## src/rtl/dmem_responder_pkg.sv

```systemverilog
// ---------------------------------------------------------------------------
// dmem_responder_pkg
//
// Shared definitions for the MEM-stage data-memory responder:
//   - state_t      : responder FSM states (IDLE/REQ/WAIT/DONE)
//   - OPCODE_LOAD  : pipeline opcode of a load instruction
//   - OPCODE_STORE : pipeline opcode of a store instruction
//   - WORD_W       : data word width of the memory interface
// ---------------------------------------------------------------------------
package dmem_responder_pkg;

    localparam int WORD_W = 32;

    localparam logic [6:0] OPCODE_LOAD  = 7'b0000011;
    localparam logic [6:0] OPCODE_STORE = 7'b0100011;

    typedef enum logic [1:0] {
        IDLE = 2'd0,
        REQ  = 2'd1,
        WAIT = 2'd2,
        DONE = 2'd3
    } state_t;

endpackage : dmem_responder_pkg

```

## src/rtl/dmem_cache_array.sv

```systemverilog
// ---------------------------------------------------------------------------
// dmem_cache_array
//
// Storage for a direct-mapped cache with one-word lines: a valid bit, a tag
// and a data word per line.
//
// Ports:
//   clk      in   clock
//   rstn     in   synchronous active-low reset (clears every valid bit)
//   rd_idx   in   line index for the combinational read port
//   rd_valid out  valid bit of line rd_idx
//   rd_tag   out  tag of line rd_idx
//   rd_data  out  data word of line rd_idx
//   wr_en    in   write strobe, sampled on the rising clock edge
//   wr_idx   in   line index to write
//   wr_tag   in   tag to store
//   wr_data  in   data word to store
// ---------------------------------------------------------------------------
module dmem_cache_array
    import dmem_responder_pkg::*;
#(
    parameter int IDX_W = 6,
    parameter int TAG_W = 24
) (
    input  logic              clk,
    input  logic              rstn,
    input  logic [IDX_W-1:0]  rd_idx,
    output logic              rd_valid,
    output logic [TAG_W-1:0]  rd_tag,
    output logic [WORD_W-1:0] rd_data,
    input  logic              wr_en,
    input  logic [IDX_W-1:0]  wr_idx,
    input  logic [TAG_W-1:0]  wr_tag,
    input  logic [WORD_W-1:0] wr_data
);

    localparam int DEPTH = 1 << IDX_W;

    logic [DEPTH-1:0]  valid_q;
    logic [TAG_W-1:0]  tag_q  [DEPTH];
    logic [WORD_W-1:0] data_q [DEPTH];

    // Only the valid bits need a reset; tag/data of an invalid line are
    // never looked at.
    always_ff @(posedge clk) begin
        if (!rstn) begin
            valid_q <= '0;
        end else if (wr_en) begin
            valid_q[wr_idx] <= 1'b1;
        end
    end

    always_ff @(posedge clk) begin
        if (rstn && wr_en) begin
            tag_q[wr_idx]  <= wr_tag;
            data_q[wr_idx] <= wr_data;
        end
    end

    assign rd_valid = valid_q[rd_idx];
    assign rd_tag   = tag_q[rd_idx];
    assign rd_data  = data_q[rd_idx];

endmodule : dmem_cache_array

```

## src/rtl/dmem_responder.sv

```systemverilog
// ---------------------------------------------------------------------------
// dmem_responder
//
// MEM-stage data-memory responder. Loads that hit the direct-mapped,
// write-through, one-word-line cache complete with zero stall. Load misses
// and all stores go to a variable-latency backing memory; the pipeline is
// frozen (data_ready_mem=0) until the transaction completes.
//
// Ports:
//   clk                    in   clock
//   rstn                   in   synchronous active-low reset
//   memread_mem            in   load in MEM stage
//   memwrite_mem           in   store in MEM stage (wins over memread_mem)
//   alu_result_mem         in   byte address, bits [1:0] ignored
//   write_data_memory_mem  in   store data
//   data_from_memory_mem   out  load data, valid with data_ready_mem=1
//   data_ready_mem         out  1 = pipeline may advance this edge
//   mem_req_valid          out  backing request valid (registered)
//   mem_req_ready          in   backing accepts request
//   mem_req_we             out  1 = write request
//   mem_req_addr           out  word-aligned request address
//   mem_req_wdata          out  write data
//   mem_resp_valid         in   read data / write ack, one pulse per request
//   mem_resp_rdata         in   read data
// ---------------------------------------------------------------------------
module dmem_responder
    import dmem_responder_pkg::*;
#(
    parameter int IDX_W  = 6,
    parameter int ADDR_W = 32
) (
    input  logic              clk,
    input  logic              rstn,
    input  logic              memread_mem,
    input  logic              memwrite_mem,
    input  logic [ADDR_W-1:0] alu_result_mem,
    input  logic [WORD_W-1:0] write_data_memory_mem,
    output logic [WORD_W-1:0] data_from_memory_mem,
    output logic              data_ready_mem,
    output logic              mem_req_valid,
    input  logic              mem_req_ready,
    output logic              mem_req_we,
    output logic [ADDR_W-1:0] mem_req_addr,
    output logic [WORD_W-1:0] mem_req_wdata,
    input  logic              mem_resp_valid,
    input  logic [WORD_W-1:0] mem_resp_rdata
);

    localparam int TAG_W = ADDR_W - IDX_W - 2;

    state_t            state;
    logic [WORD_W-1:0] data_buf;

    logic [IDX_W-1:0]  cur_idx;
    logic [TAG_W-1:0]  cur_tag;
    logic              is_store;
    logic              is_load;
    logic              load_hit;
    logic              need_access;

    logic              rd_valid;
    logic [TAG_W-1:0]  rd_tag;
    logic [WORD_W-1:0] rd_data;

    logic              fill_en;
    logic [IDX_W-1:0]  fill_idx;
    logic [TAG_W-1:0]  fill_tag;
    logic [WORD_W-1:0] fill_data;

    // Byte-offset bits never select anything: the word is chosen by [31:2].
    logic              unused_addr_bits;
    assign unused_addr_bits = ^{alu_result_mem[1:0], mem_req_addr[1:0]};

    assign cur_idx = alu_result_mem[IDX_W+1:2];
    assign cur_tag = alu_result_mem[ADDR_W-1:IDX_W+2];

    assign is_store    = memwrite_mem;
    assign is_load     = memread_mem && !memwrite_mem;
    assign load_hit    = is_load && rd_valid && (rd_tag == cur_tag);
    assign need_access = is_store || (is_load && !load_hit);

    dmem_cache_array #(
        .IDX_W (IDX_W),
        .TAG_W (TAG_W)
    ) u_cache (
        .clk      (clk),
        .rstn     (rstn),
        .rd_idx   (cur_idx),
        .rd_valid (rd_valid),
        .rd_tag   (rd_tag),
        .rd_data  (rd_data),
        .wr_en    (fill_en),
        .wr_idx   (fill_idx),
        .wr_tag   (fill_tag),
        .wr_data  (fill_data)
    );

    // The line is updated from the registered request, so the fill does not
    // depend on the pipeline keeping its inputs stable. A store allocates the
    // line without a fetch, which is safe because a line is a single word.
    assign fill_en   = (state == WAIT) && mem_resp_valid;
    assign fill_idx  = mem_req_addr[IDX_W+1:2];
    assign fill_tag  = mem_req_addr[ADDR_W-1:IDX_W+2];
    assign fill_data = mem_req_we ? mem_req_wdata : mem_resp_rdata;

    // Hits must answer in the same cycle, so the stall and the load data are
    // combinational in IDLE; in DONE they come from the data buffer.
    always_comb begin
        data_ready_mem       = 1'b0;
        data_from_memory_mem = '0;
        case (state)
            IDLE: begin
                data_ready_mem = !need_access;
                if (load_hit) begin
                    data_from_memory_mem = rd_data;
                end
            end
            DONE: begin
                data_ready_mem       = 1'b1;
                data_from_memory_mem = data_buf;
            end
            default: begin
                data_ready_mem = 1'b0;
            end
        endcase
    end

    // Transaction FSM. A response arriving outside WAIT is dropped, which is
    // what makes a reset in the middle of a transaction safe.
    always_ff @(posedge clk) begin
        if (!rstn) begin
            state         <= IDLE;
            mem_req_valid <= 1'b0;
            mem_req_we    <= 1'b0;
            mem_req_addr  <= '0;
            mem_req_wdata <= '0;
            data_buf      <= '0;
        end else begin
            case (state)
                IDLE: begin
                    if (need_access) begin
                        state         <= REQ;
                        mem_req_valid <= 1'b1;
                        mem_req_we    <= is_store;
                        mem_req_addr  <= {alu_result_mem[ADDR_W-1:2], 2'b00};
                        mem_req_wdata <= write_data_memory_mem;
                    end
                end
                REQ: begin
                    if (mem_req_ready) begin
                        mem_req_valid <= 1'b0;
                        state         <= WAIT;
                    end
                end
                WAIT: begin
                    if (mem_resp_valid) begin
                        if (!mem_req_we) begin
                            data_buf <= mem_resp_rdata;
                        end
                        state <= DONE;
                    end
                end
                DONE: begin
                    state <= IDLE;
                end
                default: begin
                    state <= IDLE;
                end
            endcase
        end
    end

endmodule : dmem_responder

```

## config.mk

```make
export PLATFORM = sky130hd
export DESIGN_NAME = dmem_responder
export DESIGN_NICKNAME = d
export VERILOG_FILES = /design/src/rtl/dmem_responder_pkg.sv /design/src/rtl/dmem_cache_array.sv /design/src/rtl/dmem_responder.sv
export SDC_FILE = /design/constraint.sdc
export NUM_CORES = 2
export LEC_CHECK = 0
export CAP_MARGIN = 25
export CORE_AREA = 5 5 408 811
export DETAILED_ROUTE_END_ITERATION = 10
export DIE_AREA = 0 0 413 816
export HOLD_SLACK_MARGIN = 0.02
export PLACE_DENSITY = 0.72
export SLEW_MARGIN = 40
export SYNTH_ARGS = -nofsm -noshare
export SYNTH_HDL_FRONTEND = slang
export SYNTH_SLANG_ARGS = --single-unit
```

## constraint.sdc

```tcl
create_clock -name clk -period 7.7 [get_ports clk]
set_clock_uncertainty 0.05 [all_clocks]
set_input_delay 1.54 -clock clk [delete_from_list [all_inputs] [get_ports clk]]
set_output_delay 1.54 -clock clk [all_outputs]
set_load 0.05 [all_outputs]
```

## After elaboration in Yosys (flattened, before gate mapping)

Memories as Yosys holds them, arrays and structs flattened.
Index checks and enable logic that the tools add are counted.

- Magnitude comparators: 3
- Equal/unequal tests: 7
- Muxes and demuxes: 17
- Bitwise operators: 2
- Reductions and logical operators: 17

Operator list:

| kind | count |
|---|---|
| $mux 32 | 2 |
| $or 64x64->64 | 1 |
| $pmux 32 s2 | 1 |
| $eq 24x24->1 | 1 |
| $lt 6x7->1 const B | 2 |
| $reduce_and 3->1 | 3 |
| $pmux 2 s4 | 1 |
| $logic_and 1x1->1 | 7 |
| $bmux 1 s6 | 1 |
| $demux 1 s6 | 1 |
| $ge 6x1->1 const B | 1 |
| $mux 1 | 6 |
| $mux 2 | 3 |
| $ne 2x2->1 const B | 3 |
| $eq 2x2->1 const B | 2 |
| $pmux 1 s2 | 2 |
| $logic_not 1->1 | 3 |
| $eq 2x1->1 const B | 1 |
| $logic_not 2->1 | 1 |
| $reduce_and 2->1 | 1 |
| $reduce_bool 2->1 | 1 |
| $logic_or 1x1->1 | 1 |
| $not 1->1 | 1 |

- Flip-flop bits (word level): 162
- Bits in writable memories: 3584
- Output and inout port bits: 99
- Word-level logic and storage cells: 55
- Memories kept: 2

Memory list:

| memory | depth | width | rd ports | clocked after Yosys merged registers in | wr ports | line | source |
|---|---|---|---|---|---|---|---|
| u_cache.data_q | 64 | 32 | 1 | 0 | 1 | dmem_cache_array.sv:41 | `logic [WORD_W-1:0] data_q [DEPTH];` |
| u_cache.tag_q | 64 | 24 | 1 | 0 | 1 | dmem_cache_array.sv:40 | `logic [TAG_W-1:0] tag_q [DEPTH];` |

## Logic depth before layout (Yosys ltp)

- Word-level depth: 9
- Mapped depth: 18

## Cells and area by module

A second synthesis with hierarchy kept.

- Cell total of the unflattened synthesis: 6475
- Area total of the unflattened synthesis: 142980.9 µm²

By module, submodules not included:

| module | times used | cells an instance | area each (µm²) | seq. area each (µm²) |
|---|---|---|---|---|
| dmem_cache_array | 1 | 5948 | 138083.7 | 108904.4 |
| dmem_responder | 1 | 527 | 4897.2 | 1961.9 |

## Worst setup path after synthesis

OpenSTA, ideal clock, no wires.

- Path type: in2out
- Start: in alu_result_mem[4]
- End: out data_from_memory_mem[13]
- Arrival time: 5.461 ns
- Slack: 0.649 ns
- Cell stages on the path: 15
- Path through: buf_2 buf_2 buf_2 buf_1 mux4_2 mux2_2 a32oi_1 o211ai_1 or3_1 a211oi_1 and4_1 nand4_1 clkbuf_1 o31a_1 nor2_1

- Longest elaborated chain between the ends: 6
- Elaborated cells between the ends (all ways): 9

Ends and longest elaborated chain:

| item | line | source |
|---|---|---|
| start: declaration | dmem_responder.sv:36 | `input logic [ADDR_W-1:0] alu_result_mem,` |
| parallel branches: the longest is 4 deep, another holds $mem_v2 64x24 | n/a |  |
| $mux 32 (*) | dmem_responder.sv:114 | `if (load_hit) begin` |
| $pmux 32 s2 (*) | dmem_responder.sv:111 | `case (state)` |
| end: declaration | dmem_responder.sv:38 | `output logic [WORD_W-1:0] data_from_memory_mem,` |

Every way passes the cells marked *. The select of a mux whose other input is x is not followed.

## Final worst setup path

- Start: in alu_result_mem[3]
- End: out data_from_memory_mem[0]

The elaborated chain is that of the path after synthesis.

==> impl_metrics.csv <==
group,metric,value,unit
power_and_ir_drop,power.switching,10.4,mW
timing,post-route-period-util,0.985,
timing,min_period,7.58,ns
critical_path,crit_top_cell,"buf_12",
critical_path,r2r_start,"u_cache.tag_q[24][14]",
critical_path,critPathBufInv,7,
power_and_ir_drop,sw_frac_of_total,0.233,
global_routing,grt_pass1_vias,74600,
yosys,synth.distinct_cells,82,
power_and_ir_drop,p_leak,53.9,nW
clock_tree,numCtsBuffers,338,
critical_path,critPathSlowestCell,"o31a_1",
critical_path,setup.worst_path.class,"in -> out",
critical_path,critPathLaunch,"alu_result_mem[3]",
routing,wl_met3,52000,um
floorplanning,initial_core_util,0.447,
clock_tree,cts_num_sinks,3746,
routing,ant_nets,0,
power_and_ir_drop,max-vdd-ir-drop,276,uV
yosys,synth_warnings,0,
place,io_buffers,196,
timing,hold_viol_final,0,
floorplanning,die_area,337000,um2
timing,fmax,0.132,GHz
critical_path,end_kind,"primary output",
critical_path,crit_family,"buffers and inverters",
floorplanning,core,324000,um2
critical_path,cpPeakStageDelay,0.42,ns
global_routing,grt_util_all_layers,0.240,
global_routing,grt_overflow,0,
global_routing,antenna_found_initial,16,
yosys,synth_edf_count,3584,
clock_tree,clk_pin_slew,0.07,ns
floorplanning,die_w,413,um
clock_tree,cts_tree,"built",
clock_tree,insertion_delay,0.91,ns
run,maxCapViolCount,0,
routing,post_drt_wl_per_cell,34.3,um
global_routing,grt_pass1_wl,574000,um
yosys,netlist_instances,6836,
timing,slew_viol_final,0,
layout,nets,7491,
min_path,holdPathStages,1,
place,pre_cts_ws,-0.0526,ns
critical_path,crit_path_start_kind,"input pin",
yosys,synth-seq-cells,3746,
routing,via_per_inst,6.36,
min_path,min_path_type,"reg -> reg",
floorplanning,fp-row-count,296,
timing,worst_slew_pin_slew,0.930,ns
critical_path,crit_chain,"buf_8, buf_12, buf_4, mux4_2, a22o_1, a31oi_1, nand4_1, nand3_1, buf_12, o211ai_1, buf_4, nor4_1, nand4_1, buf_12, o31a_1, nor2_1, buf_12",
outcome,status,"complete, no violations",
yosys,syn-cell-area,145000,um2
critical_path,worstPathRequired,6.11,ns
power_and_ir_drop,p_per_area,268,nW/um2
yosys,synth-async-reset-ratio,0,
routing,wl_met2,196000,um
routing,drcViolationCount,0,
routing,drtIter0Drc,11900,
yosys,ys_top_cells_by_area,"edfxtp_1 74%, mux4_2 14%, mux2i_1 2.5%",
yosys,synth_top_area_cell,"edfxtp_1",
floorplanning,die_h,816,um
timing,setup_viol,0,
yosys,syn_area_per_cell,21.2,um2
routing,met1_length,144000,um
place,hpwl,228000,um
yosys,ys.flop_type,"edfxtp_1",
clock_tree,htree_levels,5,
clock_tree,ctsHoldBuffers,0,
routing,top_layer,"met5",
routing,wl,411000,um
yosys,yosysSeqAreaShare,0.765,
layout,syn2layout_area_growth,15.0,%
yosys,yosys.area.top_type_share,0.743,
timing,setup_slack,0.119,ns
critical_path,reg2reg_slack,2.92,ns
timing,max-slew-margin-rel,0.378,
layout,final_cell_mix,"3,584 x edfxtp_1, 905 x mux4_2, 464 x nand2_1",
critical_path,reg2reg_depth,15,
place,place_congestion,0.827,
clock_tree,clockBufferDepth,4,
floorplanning,io_pins,201,
routing,route.vias.total,76200,
timing,rsz0062_at_grt,"no",
power_and_ir_drop,power_frac_seq,0.536,
layout,final_common_cell,"edfxtp_1",
power_and_ir_drop,power_frac_comb,0.087,
routing,firstDrtPassIters,6,
critical_path,arrival,5.99,ns
min_path,hold_start,"u_cache.valid_q[13]",
critical_path,crit_fanout,32,
layout,drive_gt1_frac,0.261,
power_and_ir_drop,clock_power_share,0.376,
power_and_ir_drop,p_int,34.3,mW
timing,holdWs,0.399,ns
global_routing,grt_max_degree,91,
critical_path,cp.depth,17,
clock_tree,cts-root-buf,"clkbuf_16",
-- state kept, by name, indices dropped and copies added, names as in the netlist --
| name | cells |
|---|---|
| data_buf | 32 |
| mem_req_addr | 30 |
| mem_req_valid | 1 |
| mem_req_wdata | 32 |
| mem_req_we | 1 |
| state | 2 |
| u_cache.data_q | 2048 |
| u_cache.tag_q | 1536 |
| u_cache.valid_q | 64 |
-- layer usage --
layer  GRT usage  up-vias
met1       0.323    39800
li1            -    29500
met2       0.384     5827
met3      0.0562     1084
met4      0.0909       12
met5           0        -
-- per-stage QoR --
step / utilization / instances / setup TNS, ns / power (mW) / area (um2)
after CTS: 0.514 / 12000 / 0 / 44.8 / 166000
after global routing: 0.514 / 12000 / 0 / 46.0 / 167000
after floorplan: - / 6837 / 0 / 26.6 / 145000
after detailed placement: 0.480 / 11400 / -0.0526 / 28.3 / 156000
after global placement: 0.478 / 11300 / -0.0646 / 28.1 / 155000
final: 0.514 / 12000 / 0 / 44.7 / 167000
-- final timing paths --
| check | to |
|---|---|
| setup / recovery | data_from_memory_mem[0] |
| hold reg to reg | u_cache.valid_q[13] |
| setup reg to reg | mem_req_wdata[25] |
| hold / removal | u_cache.valid_q[13] |
-- layout make-up --
cell class | instances | area (um2)
antenna | 5 | 12.5
clock buffer | 424 | 9010
clock inverter | 180 | 1850
fill | 24700 | 157000
inverter | 15 | 68.8
multi-input combinational | 2686 | 32800
sequential | 3746 | 111000
tap | 4321 | 5410
timing repair buffer | 598 | 6550
-- power by group through the flow --
stage / Sequential [mW] / Clock [mW] / Combinational (mW)
global route: 24.0 / 17.8 / 4.12
CTS: 24.0 / 17.0 / 3.89
floorplan: 24.7 / 0 / 1.94
global placement: 24.4 / 0 / 3.70
detailed placement: 24.4 / 0 / 3.87
finish: 24.0 / 16.8 / 3.90
-- worst reg2reg max path, delay by kind of cell (launching register included) --
| family | cells | cell delay (ns) |
|---|---|---|
| AOI/OAI and AO/OA | 4 | 1.09 |
| and+or+nand+nor | 4 | 1.47 |
| muxes | 2 | 0.53 |
| DFF | 1 | 0.37 |
| buffers and inverters | 5 | 1.10 |
-- synth_stat cells (7+ instances only) --
cell type and n:
a21boi_0 33, nand4_1 25, xnor2_1 7, nand3b_1 10, a221oi_1 7, o22ai_1 22, buf_1 29, nand2b_1 10
nand3_1 64, nor4_1 8, mux2_2 54, nor2b_1 29, a21oi_1 99, nor2_1 145, buf_2 109, o31a_1 34
a22o_1 16, edfxtp_1 3584, o211ai_1 9, mux4_2 905, a31oi_1 20, mux2i_1 358, clkbuf_1 197, dfxtp_1 162
buf_4 33, nand2_1 464, and4_1 7, a32oi_1 13, o21ai_0 23, and2_1 10, a21o_1 65, inv_1 13
nor3_1 10, and3_1 21, a22oi_1 123, a211oi_1 8, buf_6 19, o221ai_1 7
-- cells by family after synthesis --
family | Yosys count | share of synthesized area
compound gates | 512 | 0.0252
xor+xnor | 10 | 0.000604
fa+ha+maj | 4 | 0.000345
buf+inv | 405 | 0.0135
flops | 3746 | 0.765
mux | 1317 | 0.170
other cells | 1 | 0.0000259
simple gates | 841 | 0.0257
-- repair_timing --
item	in CTS	in global routing
setup buffers	1	0
resized for setup	0	0
setup endpoints to repair	1	0
Note: power is estimated with default switching activity, not from simulation.
